File: src/rtl/p2n_pkg.sv
// rtl/p2n_pkg.sv - shared opcodes, body lengths and state codes for the p2n response merge
package p2n_pkg;

  typedef enum logic [2:0] {
    RD_RSP  = 3'b011,
    WR_RSP  = 3'b100,
    MSG_RSP = 3'b101
  } rsp_op_e;

  localparam logic [8:0] WR_BODY  = 9'd4;
  localparam logic [8:0] MSG_BODY = 9'd5;
  localparam logic [8:0] RD_FIXED = 9'd2;

  localparam logic [7:0] NOC_IDLE_DATA = 8'h00;

  localparam logic [1:0] S_IDLE = 2'd0;
  localparam logic [1:0] S_BODY = 2'd1;
  localparam logic [1:0] S_GAP  = 2'd2;

  function automatic logic op_known(input logic [2:0] op);
    return (op == RD_RSP) || (op == WR_RSP) || (op == MSG_RSP);
  endfunction

  // Initial body count loaded with the header; RD_RSP is reloaded once L arrives
  function automatic logic [8:0] body_len(input logic [2:0] op);
    case (op)
      RD_RSP:  body_len = RD_FIXED;
      WR_RSP:  body_len = WR_BODY;
      MSG_RSP: body_len = MSG_BODY;
      default: body_len = 9'd0;
    endcase
  endfunction

endpackage

File: src/rtl/rr_pick.sv
// rtl/rr_pick.sv - round-robin picker: first requester at or after the pointer
module rr_pick #(
  parameter int NPORT = 4,
  parameter int PW    = 2
) (
  input  logic [NPORT-1:0] req,
  input  logic [PW-1:0]    ptr,
  output logic [NPORT-1:0] grant
);

  logic [PW-1:0] idx;
  logic          found;

  // Scan from the pointer with wrap-around and keep only the first hit
  always_comb begin
    grant = '0;
    found = 1'b0;
    idx   = '0;
    for (int i = 0; i < NPORT; i++) begin
      idx = PW'((int'(ptr) + i) % NPORT);
      if (!found && req[idx]) begin
        grant[idx] = 1'b1;
        found      = 1'b1;
      end
    end
  end

endmodule

File: src/rtl/p2n_rsp_merge.sv
// rtl/p2n_rsp_merge.sv - packet-atomic round-robin merge of the p2n FIFOs onto noc_from_dev
module p2n_rsp_merge
  import p2n_pkg::*;
#(
  parameter int NPORT = 4,
  parameter int GAP   = 1
) (
  input  logic               clk,
  input  logic               rst,
  input  logic [NPORT-1:0]   fifo_empty,
  input  logic [9*NPORT-1:0] fifo_data,
  output logic [NPORT-1:0]   fifo_rd_en,
  output logic               noc_from_dev_ctl,
  output logic [7:0]         noc_from_dev_data,
  output logic               busy,
  output logic               err_opcode,
  output logic               err_underrun
);

  localparam int PW = (NPORT > 1) ? $clog2(NPORT) : 1;

  logic [1:0]       state;
  logic [PW-1:0]    ptr;
  logic [PW-1:0]    owner;
  logic [8:0]       cnt;
  logic [1:0]       rd_stage;   // 2: ID byte next, 1: L byte next, 0: plain body
  logic [1:0]       gap_cnt;

  logic [8:0]       head [NPORT];
  logic [NPORT-1:0] grant;
  logic [NPORT-1:0] rd_sel;
  logic [PW-1:0]    gidx;
  logic [PW-1:0]    sel_idx;
  logic [8:0]       word;
  logic             pop;
  logic             hdr_ok;
  logic             filler;
  logic [8:0]       cnt_eff;
  logic             last_pop;

  rr_pick #(
    .NPORT (NPORT),
    .PW    (PW)
  ) u_rr_pick (
    .req   (~fifo_empty),
    .ptr   (ptr),
    .grant (grant)
  );

  // Word selection, pop decision and end-of-packet detection
  always_comb begin
    for (int i = 0; i < NPORT; i++) begin
      head[i] = fifo_data[9*i +: 9];
    end
    gidx = '0;
    for (int i = 0; i < NPORT; i++) begin
      if (grant[i]) gidx = PW'(i);
    end
    sel_idx = (state == S_BODY) ? owner : gidx;
    word    = head[sel_idx];
    pop     = 1'b0;
    rd_sel  = '0;
    case (state)
      S_IDLE: begin
        pop    = |grant;
        rd_sel = grant;
      end
      S_BODY: begin
        pop = !fifo_empty[owner];
        if (pop) rd_sel[owner] = 1'b1;
      end
      default: ;
    endcase
    filler  = word[8] && (word[7:0] == NOC_IDLE_DATA);
    hdr_ok  = word[8] && !filler && op_known(word[2:0]);
    // The L byte carries its own count: L remaining words plus itself
    cnt_eff = (rd_stage == 2'd1) ? ({1'b0, word[7:0]} + 9'd1) : cnt;
    last_pop = (state == S_BODY) && pop && (rd_stage != 2'd2) && (cnt_eff == 9'd1);
    fifo_rd_en = rst ? rd_sel : '0;
  end

  // Packet framing FSM with registered NOC outputs
  always_ff @(posedge clk or negedge rst) begin
    if (!rst) begin
      state             <= S_IDLE;
      ptr               <= '0;
      owner             <= '0;
      cnt               <= '0;
      rd_stage          <= 2'd0;
      gap_cnt           <= 2'd0;
      noc_from_dev_ctl  <= 1'b1;
      noc_from_dev_data <= NOC_IDLE_DATA;
      busy              <= 1'b0;
      err_opcode        <= 1'b0;
      err_underrun      <= 1'b0;
    end else begin
      err_opcode   <= 1'b0;
      err_underrun <= 1'b0;
      case (state)
        S_IDLE: begin
          noc_from_dev_ctl  <= 1'b1;
          noc_from_dev_data <= NOC_IDLE_DATA;
          busy              <= 1'b0;
          if (pop) begin
            if (hdr_ok) begin
              noc_from_dev_data <= word[7:0];
              busy              <= 1'b1;
              owner             <= gidx;
              cnt               <= body_len(word[2:0]);
              rd_stage          <= (word[2:0] == RD_RSP) ? 2'd2 : 2'd0;
              state             <= S_BODY;
            end else if (!filler) begin
              err_opcode <= 1'b1;
            end
          end
        end
        S_BODY: begin
          busy             <= 1'b1;
          noc_from_dev_ctl <= 1'b0;
          if (pop) begin
            noc_from_dev_data <= word[7:0];
            err_opcode        <= word[8];
            cnt               <= cnt_eff - 9'd1;
            if (rd_stage != 2'd0) rd_stage <= rd_stage - 2'd1;
            if (last_pop) begin
              ptr <= (int'(owner) == NPORT - 1) ? '0 : owner + 1'b1;
              if (GAP > 0) begin
                state   <= S_GAP;
                gap_cnt <= 2'(GAP - 1);
              end else begin
                state <= S_IDLE;
              end
            end
          end else begin
            noc_from_dev_data <= NOC_IDLE_DATA;
            err_underrun      <= 1'b1;
          end
        end
        S_GAP: begin
          noc_from_dev_ctl  <= 1'b1;
          noc_from_dev_data <= NOC_IDLE_DATA;
          busy              <= 1'b0;
          if (gap_cnt == 2'd0) state <= S_IDLE;
          else gap_cnt <= gap_cnt - 2'd1;
        end
        default: state <= S_IDLE;
      endcase
    end
  end

endmodule

File: config.mk
export PLATFORM = sky130hd
export DESIGN_NAME = p2n_rsp_merge
export DESIGN_NICKNAME = d
export VERILOG_FILES = /design/src/rtl/p2n_pkg.sv /design/src/rtl/rr_pick.sv /design/src/rtl/p2n_rsp_merge.sv
export SDC_FILE = /design/constraint.sdc
export NUM_CORES = 1
export LEC_CHECK = 0
export ABC_AREA = 1
export CAP_MARGIN = 10
export CORE_ASPECT_RATIO = 2
export CORE_MARGIN = 3
export CORE_UTILIZATION = 60
export CTS_BUF_LIST = sky130_fd_sc_hd__clkbuf_4
export DETAILED_ROUTE_END_ITERATION = 8
export GPL_ROUTABILITY_DRIVEN = 0
export PLACE_DENSITY = 0.92
export SLEW_MARGIN = 0
export SYNTH_ARGS = -nofsm -noshare
export SYNTH_HDL_FRONTEND = slang
export SYNTH_SLANG_ARGS = --single-unit
File: constraint.sdc
create_clock -name clk -period 10.6 [get_ports clk]
set_clock_uncertainty 0.2 [all_clocks]
set_input_delay 1.06 -clock clk [delete_from_list [all_inputs] [get_ports clk]]
set_output_delay 1.06 -clock clk [all_outputs]
set_load 0.01 [all_outputs]
==> summary.md <==
The fraction of registers with async set or reset after synthesis was 1.00; the number of buffers inserted for hold repair after clock tree synthesis was 0. The total setup buffers inserted after CTS is 0. The overall routing resource usage came out at 0.291. Pin placement for this block handled 58 I/O pins. The post-route clock period utilization was 0.481. Once layout is complete, the cells apart from fillers number 616.

For the count of pins over their slew limit, the log shows 0. Once detail routing completed, the nets flagged for antenna violations numbered 0. The floorplan step set the die height to 111 um. The tightest min-delay check is of the reg -> reg type. After the last flow step, the layout net total stands at 620. The synthesized instance count is 508, and the reg-to-reg setup timing slack is 5770 ps. The placeable core area was 5230 um2; the largest fanout on the critical path was 27. The run gives 1.45 mW as the power after layout. Setup repair after global routing left no endpoint under its margin. The leakage power of the design was 2.05 nW; the fraction of final layout cells sized beyond drive strength 1 was 0.124. Yosys printed 0 warnings. The tools report the data arrival at the endpoint of the critical path as 5160 ps. Summing over every cut layer, the via total after detailed routing is 3492. The transition at the pin with the smallest max-transition slack was 701 ps. Aggregate routed wire length: 8890 um. The tools report the total die area as 6510 um2. Of all cell types, the one taking the most synthesized area is sky130_fd_sc_hd__dfrtp_1.

Setup violations remaining at the end of the flow were counted as 0. Along the worst hold path, the cell count comes to 2. For the worst-skew pair, the clock arrives at the later sink with an insertion delay of 350 ps. TritonCTS built the clock tree.

The flop and latch count out of synthesis works out to 31. The count of buffers from port buffering is 57. Number of distinct library cell variants in the gate-level netlist after synthesis: 39. The detailed placer's ending HPWL is 7210 um, and the arithmetic-cell share of the synthesized area counting full adders, half adders and majority gates is 0.0792.

The share of synthesized area spent on multiplexers came out at 0.00302. The logs give 3442 for the via count of the first global-routing pass and 0.532 for the worst relative slew slack. The tools report the master cell of the clock root buffer as sky130_fd_sc_hd__clkbuf_4. The number of antenna violations at the first check in global routing is 0, and the number of H-tree branching levels is 2.

The number of hold violations in the final report is 0, and the top-area cell type share of the netlist area is 0.226. In the routed layout, each cell is associated on average with a via count of 5.67. The launching element type of the critical path is an input pin. For this design, the sink count on the clock tree is 31.

At the worst endpoint, the required time is 10660 ps. The cell row count is 37, and the worst supply voltage drop on vdd is 0.257 mV. The run gives 0.634 as the effective utilization at floorplan. The number of buffers inserted during clock tree synthesis is 5, and the width of the die is 58.6 um. The number of cell instances on the worst register-to-register path came out at 31. Among the stages of the critical path, the cell type that occurs most often is sky130_fd_sc_hd__nand2_1. After synthesis, the largest family of logic cells by area is simple AND/OR/NAND/NOR gates. Setup total negative slack on the finished layout was measured at 0 ps. The first global-routing pass estimated 14800 um of wire. For this run, the leading register cell type out of synthesis is sky130_fd_sc_hd__dfrtp_1.

The worst setup path is of the in -> reg kind. For the total instance count after detailed placement, the log shows 608. Power spread over the standard cell area amounts to 367 nW/um2.

The mean routed wirelength per cell is 14.4 um, and the largest net degree at the start of global routing is 33. The flow ran to the end, and the final reports show no timing, DRC or antenna violations. For the finished layout, the period the worst path requires is 5100 ps.

The clock passes through at most 2 buffers. The run gives 0 as the DRC violations left. After global routing the overflow that remains totals 0. At the placement stage, the worst setup path has a slack of 5190 ps. Per-instance average area after synthesis: 6.53 um2. The worst setup path is captured at a flip-flop.

By area the synthesized netlist is led by sky130_fd_sc_hd__dfrtp_1 (23%), sky130_fd_sc_hd__nand2_1 (18%), sky130_fd_sc_hd__nand3_1 (13%). Number of nets in the synthesized netlist: 571. In this design, the stage delay of the slowest critical-path cell is 550 ps.

The tools report the count of cells resized by post-cts repair as 0. Setup slack on the critical path of the routed design comes to 5500 ps. The post-synthesis sequential area ratio was 0.234; the xor/xnor cell area share of the yosys netlist was 0.00264. In this run, synthesis inferred 0 flip-flops with an integrated enable. The detailed router finished its first iteration with 255 violations.

The post-synthesis compound-gate area fraction is 0.0871. The first TritonRoute pass finished after 4 iterations. Summing every instance area after synthesis gives 3320 um2. The number of antenna diodes in the final layout is 0. Timing would allow up to 196 MHz. On the critical path, the stage with the largest delay is an instance of sky130_fd_sc_hd__clkdlybuf4s50_1. The tool flagged a number of max-cap violations equal to 0. Core occupancy in the finished layout: 0.754. From synthesis to final layout, the design area changed by 18.8%.

Clock-pin slew was measured on the worst setup and hold paths at 100 ps. The area fraction in and, or, nand and nor cells after synthesis is 0.489.
flip-flops by register name, summed over array words and instances (netlist names):
name / cells
busy: 1
cnt: 9
err_opcode: 1
err_underrun: 1
gap_cnt: 2
noc_from_dev_ctl: 1
noc_from_dev_data: 8
owner: 2
ptr: 2
rd_stage: 2
state: 2
placed cells by master (no fill, tap or decap), types with 6 or more instances in the layout:
master	instances
sky130_fd_sc_hd__nand3b_1	7
sky130_fd_sc_hd__or2_2	6
sky130_fd_sc_hd__clkdlybuf4s50_1	57
sky130_fd_sc_hd__nand2_2	19
sky130_fd_sc_hd__ha_1	21
sky130_fd_sc_hd__inv_1	55
sky130_fd_sc_hd__a21oi_1	13
sky130_fd_sc_hd__dfrtp_1	30
sky130_fd_sc_hd__nand3_1	84
sky130_fd_sc_hd__nand3_2	7
sky130_fd_sc_hd__o21ai_1	6
sky130_fd_sc_hd__clkbuf_4	7
sky130_fd_sc_hd__nor2_1	28
sky130_fd_sc_hd__o21ai_0	12
sky130_fd_sc_hd__nand2_1	157
power breakdown:
| group | internal, mW | switching, mW | leakage, nW |
|---|---|---|---|
| clock | 0.0551 | 0.0446 | 0.0463 |
| sequential | 0.163 | 0.0330 | 0.401 |
| combinational | 0.372 | 0.779 | 1.60 |
| total | 0.590 | 0.857 | 2.05 |
cells by family after synthesis:
group	after synthesis
xor+xnor	1
compound gates	47
simple gates	329
fa+ha+maj	21
flops	31
mux	1
buf+inv	78
per-layer routing:
metal / global-route usage / vias to the layer above / share of wire
li1: - / 1742 / -
met1: 0.269 / 1595 / 0.33
met2: 0.556 / 118 / 0.58
met3: 0.0373 / 37 / 0.036
met4: 0.177 / 0 / 0.049
met5: 0 / - / 0
final cells by class:
type | count | area, um2
fillers | 419 | 1290
flip-flops and latches | 31 | 777
inverters | 62 | 238
clock buffers | 7 | 52.6
repair buffers | 58 | 578
clock inverters | 1 | 30.0
multi-input cells | 399 | 2190
well taps | 58 | 72.6
critical path, delay by kind of cell:
| kind | cells | cell delay (ps) |
|---|---|---|
| AND/OR/NAND/NOR | 22 | 2450 |
| buffers and inverters | 6 | 1020 |
| adder cells (fa/ha/maj) | 2 | 540 |
| AO/OA/AOI/OAI | 1 | 70 |
worst paths after layout:
path,startpoint,end
worst min register to register,cnt[5],cnt[5]
min in group asynchronous,rst,noc_from_dev_data[2]
worst max register to register,ptr[0],gap_cnt[1]
max in group asynchronous,rst,noc_from_dev_ctl
worst max-delay path,fifo_empty[3],gap_cnt[1]
worst min-delay path,cnt[5],cnt[5]
through the flow:
step | instance area [um2] | hold WS (ps)
finish | 3940 | 292
global route | 3940 | 308
CTS | 3940 | 296
detailed placement | 3860 | 270
global placement | 3860 | 256
floorplan | 3320 | 241
Yosys cell counts (6+ instances only):
master                     count
sky130_fd_sc_hd__nand2_1     157
sky130_fd_sc_hd__nand3_1      84
sky130_fd_sc_hd__inv_1        55
sky130_fd_sc_hd__dfrtp_1      30
sky130_fd_sc_hd__nor2_1       28
sky130_fd_sc_hd__ha_1         21
sky130_fd_sc_hd__nand2_2      19
sky130_fd_sc_hd__a21oi_1      13
sky130_fd_sc_hd__o21ai_0      12
sky130_fd_sc_hd__clkbuf_1      7
sky130_fd_sc_hd__nand3_2       7
sky130_fd_sc_hd__nand3b_1      7
sky130_fd_sc_hd__buf_6         6
sky130_fd_sc_hd__o21ai_1       6
sky130_fd_sc_hd__or2_2         6
(Power assumes the default switching activity.)
